`config.mk`:
```
export PLATFORM = sky130hd
export DESIGN_NAME = countdown_fsm_flat
export DESIGN_NICKNAME = d
export VERILOG_FILES = /design/src/rtl/countdown_fsm_if.sv /design/src/rtl/countdown_fsm.sv /design/src/flat_wrapper.sv
export SDC_FILE = /design/constraint.sdc
export NUM_CORES = 1
export LEC_CHECK = 0
export ABC_AREA = 1
export CAP_MARGIN = 30
export CORE_AREA = 2 2 39 41
export DETAILED_ROUTE_END_ITERATION = 12
export DIE_AREA = 0 0 41 43
export PLACE_DENSITY = 0.5
export SLEW_MARGIN = 20
export SYNTH_ARGS = -nofsm -noshare
export SYNTH_HDL_FRONTEND = slang
export SYNTH_SLANG_ARGS = --single-unit
```
`constraint.sdc`:
```
create_clock -name clk -period 1 [get_ports clk]
set_clock_uncertainty 0.1 [all_clocks]
set_input_delay 0.25 -clock clk [delete_from_list [all_inputs] [get_ports clk]]
set_output_delay 0.25 -clock clk [all_outputs]
set_load 0.05 [all_outputs]
```
`src/rtl/countdown_fsm_if.sv`:
```
// ----------------------------------------------------------------------------
// countdown_fsm_if
//
// Purpose : carries the two trigger outputs of countdown_fsm, one from the
//           registered (Moore) variant and one from the combinational (Mealy)
//           variant, so a consumer can pick either or compare them.
//
// Signals :
//   trigger_moore  1  sticky "countdown expired" flag, registered output path
//   trigger_mealy  1  same waveform, decoded combinationally from state and rst
//
// Modports:
//   master  driven by countdown_fsm
//   slave   observed by downstream logic
// ----------------------------------------------------------------------------
interface countdown_fsm_if;
    logic trigger_moore;
    logic trigger_mealy;

    modport master (output trigger_moore, output trigger_mealy);
    modport slave  (input  trigger_moore, input  trigger_mealy);
endinterface

```
`src/rtl/countdown_fsm.sv`:
```
// ----------------------------------------------------------------------------
// countdown_fsm
//
// Purpose : post-reset countdown timer. A down-counter is loaded with COUNT on
//           reset and decrements once per rising clk edge, saturating at 0.
//           A sticky trigger asserts after COUNT edges following reset
//           release and stays high until the next reset. Two output styles
//           are provided with identical cycle behaviour:
//             countdown_moore : trigger comes from a flop (done_q)
//             countdown_mealy : trigger = (cnt == 0) & ~rst, combinational
//
// Parameters:
//   COUNT  number of rising clk edges before trigger asserts (legal 1..255)
//
// Ports (countdown_fsm):
//   clk    input   rising-edge clock
//   rst    input   asynchronous active-high reset
//   cd     countdown_fsm_if.master  trigger_moore / trigger_mealy outputs
//
// Optional build macro:
//   COUNTDOWN_CHECK_EN  when defined, both variants compile simulation-only
//                       concurrent assertions (counter range, sticky trigger,
//                       trigger/state consistency) and an elaboration-time
//                       COUNT range check. Function is identical either way.
//
// FSM view (both variants share it; the state register is the counter):
//   state        | meaning
//   S_COUNT(k)   | cnt == k, k = COUNT..1, still counting down
//   S_DONE       | cnt == 0, countdown expired, holds until rst
// ----------------------------------------------------------------------------

// ----------------------------------------------------------------------------
// countdown_moore : registered-output variant.
//   clk, rst  clock and asynchronous active-high reset
//   trigger   = done_q; no combinational path from any input
// ----------------------------------------------------------------------------
module countdown_moore #(
    parameter int COUNT = 4
) (
    input  logic clk,
    input  logic rst,
    output logic trigger
);
    localparam int W = $clog2(COUNT + 1);

    localparam logic [W-1:0] S_LOAD = W'(COUNT);
    localparam logic [W-1:0] S_LAST = W'(1);
    localparam logic [W-1:0] S_DONE = '0;

    logic [W-1:0] cnt_q;
    logic [W-1:0] cnt_d;
    logic         done_q;
    logic         done_d;

    always_comb begin
        cnt_d  = cnt_q;
        done_d = done_q;
        if (cnt_q != S_DONE) begin
            cnt_d = cnt_q - W'(1);
        end
        // Set on the same edge that takes the counter from 1 to 0, so the
        // flag lines up with the Mealy decode of cnt == 0.
        if (cnt_q == S_LAST) begin
            done_d = 1'b1;
        end
    end

    always_ff @(posedge clk or posedge rst) begin
        if (rst) begin
            cnt_q  <= S_LOAD;
            done_q <= 1'b0;
        end else begin
            cnt_q  <= cnt_d;
            done_q <= done_d;
        end
    end

    assign trigger = done_q;

`ifdef COUNTDOWN_CHECK_EN
    if ((COUNT < 1) || (COUNT > 255)) begin : g_count_range_bad
        $error("countdown_moore: COUNT=%0d outside 1..255", COUNT);
    end

    a_cnt_range : assert property (@(posedge clk) cnt_q <= S_LOAD)
        else $error("countdown_moore: cnt_q=%0d exceeds COUNT", cnt_q);

    a_sticky : assert property (@(posedge clk) disable iff (rst) trigger |=> trigger)
        else $error("countdown_moore: trigger fell while rst low");

    a_consistent : assert property (@(negedge clk) disable iff (rst)
                                    trigger == (cnt_q == S_DONE))
        else $error("countdown_moore: trigger disagrees with cnt_q=%0d", cnt_q);
`endif
endmodule

// ----------------------------------------------------------------------------
// countdown_mealy : combinational-output variant.
//   clk, rst  clock and asynchronous active-high reset
//   trigger   = (cnt == 0) & ~rst; rst reaches trigger without a flop
// ----------------------------------------------------------------------------
module countdown_mealy #(
    parameter int COUNT = 4
) (
    input  logic clk,
    input  logic rst,
    output logic trigger
);
    localparam int W = $clog2(COUNT + 1);

    localparam logic [W-1:0] S_LOAD = W'(COUNT);
    localparam logic [W-1:0] S_DONE = '0;

    logic [W-1:0] cnt_q;
    logic [W-1:0] cnt_d;

    always_comb begin
        cnt_d = cnt_q;
        if (cnt_q != S_DONE) begin
            cnt_d = cnt_q - W'(1);
        end
    end

    always_ff @(posedge clk or posedge rst) begin
        if (rst) begin
            cnt_q <= S_LOAD;
        end else begin
            cnt_q <= cnt_d;
        end
    end

    // The ~rst term is redundant once cnt_q has reloaded, but it keeps the
    // output low in the same delta that rst rises, independent of flop timing.
    assign trigger = (cnt_q == S_DONE) & ~rst;

`ifdef COUNTDOWN_CHECK_EN
    if ((COUNT < 1) || (COUNT > 255)) begin : g_count_range_bad
        $error("countdown_mealy: COUNT=%0d outside 1..255", COUNT);
    end

    a_cnt_range : assert property (@(posedge clk) cnt_q <= S_LOAD)
        else $error("countdown_mealy: cnt_q=%0d exceeds COUNT", cnt_q);

    a_sticky : assert property (@(posedge clk) disable iff (rst) trigger |=> trigger)
        else $error("countdown_mealy: trigger fell while rst low");

    a_consistent : assert property (@(negedge clk) disable iff (rst)
                                    trigger == (cnt_q == S_DONE))
        else $error("countdown_mealy: trigger disagrees with cnt_q=%0d", cnt_q);
`endif
endmodule

// ----------------------------------------------------------------------------
// countdown_fsm : top level, both variants side by side on one interface.
// ----------------------------------------------------------------------------
module countdown_fsm #(
    parameter int COUNT = 4
) (
    input  logic                   clk,
    input  logic                   rst,
    countdown_fsm_if.master        cd
);
    logic trigger_moore;
    logic trigger_mealy;

    countdown_moore #(.COUNT(COUNT)) u_moore (
        .clk     (clk),
        .rst     (rst),
        .trigger (trigger_moore)
    );

    countdown_mealy #(.COUNT(COUNT)) u_mealy (
        .clk     (clk),
        .rst     (rst),
        .trigger (trigger_mealy)
    );

    assign cd.trigger_moore = trigger_moore;
    assign cd.trigger_mealy = trigger_mealy;
endmodule

```
`src/flat_wrapper.sv`:
```
// flat-port wrapper written by rule: the top's interface ports become plain ports
module countdown_fsm_flat 
#(
    parameter int COUNT = 4
)
  (clk, rst, cd_trigger_moore, cd_trigger_mealy);
  countdown_fsm_if cd_i ();
  input  logic clk;
  input  logic rst;
  output wire logic [$bits(cd_i.trigger_moore)-1:0] cd_trigger_moore;
  output wire logic [$bits(cd_i.trigger_mealy)-1:0] cd_trigger_mealy;
  assign cd_trigger_moore = cd_i.trigger_moore;
  assign cd_trigger_mealy = cd_i.trigger_mealy;
  countdown_fsm #(.COUNT(COUNT)) u_core (.clk(clk), .rst(rst), .cd(cd_i));
endmodule
```
# --- After elaboration in Yosys (flattened, before gate mapping) ---
# Cells that the tools add are included.
classes:
  n_eq_ne: 1
  bitwise_logic: 2
  addsub: 2
  reduce_logical: 3
op_table:
  columns: ["operator", "n"]
  rows:
  - ["3-bit nonzero test", 2]
  - ["3-bit by 1-bit subtractor with 3-bit output, second input constant", 2]
  - ["3-bit by 1-bit equality test with 1-bit output, second input constant", 1]
  - ["3-bit zero test", 1]
  - ["1-bit AND", 1]
  - ["1-bit inverter", 1]
totals:
  input_bits: 2
  out_inout_bits: 2
  register_bits: 7

# --- Logic depth before layout (Yosys ltp) ---
depth:
  depth_word: 2
  depth_mapped: 5
  depth_no_buf: 5

# --- Hierarchy ---
# A second synthesis with hierarchy kept.
hier_totals:
  cells_unflattened: 46
  hier_area_um2: 401.6
modules_own_cells:
  columns: ["module", "n_inst", "area_per_inst_um2", "cells_per_inst"]
  rows:
  - ["countdown_moore", 1, 221.5, 24]
  - ["countdown_mealy", 1, 180.2, 22]

# --- Worst setup path after synthesis ---
# No wires, ideal clock.
synth_path:
  path_type: "reg2out"
  start: "reg u_core.u_mealy.cnt_q[0]"
  end: "out cd_trigger_mealy"
  n_path_buf: 0
  t_arrival_ns: 1.386
  path_slack_ns: -0.736
  path_stages_with_launch: 5
  path_cell_list: "dfrtp_1 > inv_1 > ha_1 > nand2_4 > nor2_1"
synth_via:
  elab_chain_len: 2
synth_lines:
  columns: ["element", "line", "text"]
  rows:
  - ["start, declared", "countdown_fsm.sv:114", "logic [W-1:0] cnt_q;"]
  - ["start signal, assigned", "countdown_fsm.sv:128", "cnt_q <= cnt_d;"]
  - ["3-bit zero test", "countdown_fsm.sv:134", "assign trigger = (cnt_q == S_DONE) & ~rst;"]
  - ["1-bit AND", "countdown_fsm.sv:134", null]
  - ["end, declared", "flat_wrapper.sv:11", "output wire logic [$bits(cd_i.trigger_mealy)-1:0] cd_trigger_mealy;"]
# Every way passes these cells.

# --- Final worst setup path ---
layout_path:
  start: "reg u_core.u_mealy.cnt_q[1]"
  end: "out cd_trigger_mealy"
# Same word-level chain as after synthesis.

==> run summary <==
Core ar.: 1380 sq um
final hold violation count: 0
Synth Area in XOR/XNOR: 0
RSZ-0062 raised after global routing: true
final WL: 632 microns
Seq cells post-synth: 7
GP Congestion: 0.727
number of global-route vias before repair: 294
top cells by area, synth: dfrtp_1 31%, ha_1 16%, dfstp_2 13%, nand2_1 9.4%, inv_1 6.6%
GRT overflow: 0
CTS root buffer: clkbuf_4
Final HPWL DP: 508 microns
relative slew slack: 0.906
DR vias: 310
max-cap viol count: 0
Initial Utilization: 0.288
failing checks: negative setup slack
Clk Latency, worst-skew pair: 250 ps
First DRT Iteration DRCs: 2
Die Ht: 43 microns
# setup viols final: 7
Syn Std Cell Area: 398 sq um
Avg Cell Area, Syn: 8.84 sq um
Crit path max-delay family: flip-flops
Crit path largest cell delay: 380 ps
worst-path cell chain: inv_2 > ha_4 > nand2_4 > nor2_4 > buf_12
Pwr Density: 928 nW/um^2
CTS tree: built
startpoint types: flip-flop
die area: 1760 sq um
clk slew on worst S/H paths: 50 ps
LEAKAGE: 0.300 nW
pin count of the biggest net entering global routing: 5
most frequent cells in the layout: 9 x nand2_1, 9 x buf_4, 7 x inv_2
Worst-Margin Slew: 141 ps
share of cells above drive strength 1: 0.574
routed len/inst: 8.21 microns
worst-path fanout max: 2
Final ANT Viol Nets: 0
critical path class: flip-flop to output pin
Clock Path Buffers: 2
Peak Freq: 673 MHz
Critical Path Sink Type: output pin
TritonRoute pass-1 iters: 2
vias per cell: 4.03
Inserted Diodes: 0
Final Net Count: 69
Synth Area in Compound Gates: 0.0189
Synth Area in Simple Gates: 0.292
Synth area leader: dfrtp_1
Slowest-stage cell, CP: dfrtp_1
Sink Count: 7
row cnt: 14
hold-fix buffers at CTS: 0
Area Growth Syn to Fin: 56.3%
gr usage total: 0.104
Residual DRC: 0
post-synthesis mux area share: 0
Mapped Nets: 52
I/O pin total: 4
Die X: 41 microns
first-pass GRT wire length: 1.23 mm
WP data arrival: 1140 ps
outcome: finished with violations
Fin Hold WS: 257 ps
Port Buf Inserts: 3
initial antenna violation count: 0
Synth Area in Adders: 0.157
CTS Buf Count: 3
main combinational cell family by area after synthesis: simple AND/OR/NAND/NOR gates
cell count after synthesis: 45
Min Clock Period, post-route: 1490 ps
CP required: 650 ps
final count of pins violating max slew: 0
H-tree levels: 1
Yosys cell types: 12
maximum vdd drop: 495 uV
Seq/Total Area, Yosys: 0.447
Synth top area share: 0.314
Hold Path Class: input port to asynchronous set/reset pin
Worst Path Buf+Inv: 2
post-route setup TNS: -989 ps
fin crit share: 1.49
PnR worst setup slack: -486 ps
Ys Warns: 0
-- tightest hold or removal path: cells and delay by family --
kind,cells,cell delay [ps]
buf+inv,3,670
-- state kept, by name, indices dropped and copies added (netlist names) --
name / cells
u_core.u_mealy.cnt_q: 3
u_core.u_moore.cnt_q: 3
u_core.u_moore.trigger: 1
-- metal layers --
layer,wire length (microns),part of all wire,vias up,global-route usage
met5,0,0,-,0
met4,0,0,0,0.0600
met3,31,0.049,0,0.0314
met2,280,0.44,6,0.134
met1,320,0.51,136,0.150
li1,-,-,168,-
-- per-stage QoR --
| stage | util | worst slack (ps) | cell area [sq um] | total power, W | cells |
|---|---|---|---|---|---|
| after CTS | 0.444 | -498 | 614 | 0.000588 | 76 |
| after floorplan | - | -281 | 430 | 0.000302 | 45 |
| final | 0.449 | -486 | 622 | 0.000577 | 77 |
| after global routing | 0.449 | -532 | 622 | 0.000608 | 77 |
| after detailed placement | 0.405 | -330 | 561 | 0.000325 | 72 |
| after global placement | 0.405 | -314 | 561 | 0.000325 | 72 |
-- report_power, final --
| group | total, W | internal [W] | switching, W |
|---|---|---|---|
| Sequential | 0.000284 | 0.000284 | 0 |
| Clock | 0.000257 | 0.000152 | 0.000104 |
| Combinational | 0.0000365 | 0.0000186 | 0.0000180 |
-- cell families after synthesis --
family,Yosys count
fa+ha+maj,5
buf+inv,9
compound gates,1
flops,7
simple gates,23
-- final timing paths --
kind | start | end | slack, ps | cells past startpoint
worst max-delay path | u_core.u_mealy.cnt_q[1] | cd_trigger_mealy | -490 | 5
worst min-delay path | rst | u_core.u_moore.cnt_q[0] | 260 | 3
worst max register to register | u_core.u_mealy.cnt_q[1] | u_core.u_mealy.cnt_q[1] | -90 | 6
worst min register to register | u_core.u_mealy.cnt_q[0] | u_core.u_mealy.cnt_q[0] | 420 | 2
max in group asynchronous | rst | u_core.u_moore.cnt_q[2] | 360 | 3
min in group clk | u_core.u_mealy.cnt_q[0] | u_core.u_mealy.cnt_q[0] | 420 | 2
-- synth_stat cells, drive strengths merged --
library cell / count
nand3: 4
ha: 5
nor2: 5
a21o: 1
nand2: 14
dfstp: 2
dfrtp: 5
inv: 9
-- what timing repair did --
| item | CTS | global route |
|---|---|---|
| setup buffers | 1 | 1 |
| gates resized for setup | 7 | 0 |
| pin swaps | 7 | 2 |
| endpoints found under the setup margin | 8 | 9 |
-- layout make-up --
cell class	instances	area [sq um]
Inverter	9	33.8
Sequential cell	7	178
Fill cell	133	762
Timing Repair Buffer	12	118
Tap cell	16	20.0
Clock buffer	4	26.3
Multi-Input combinational cell	29	246
Power figures use the tool's default switching activity.
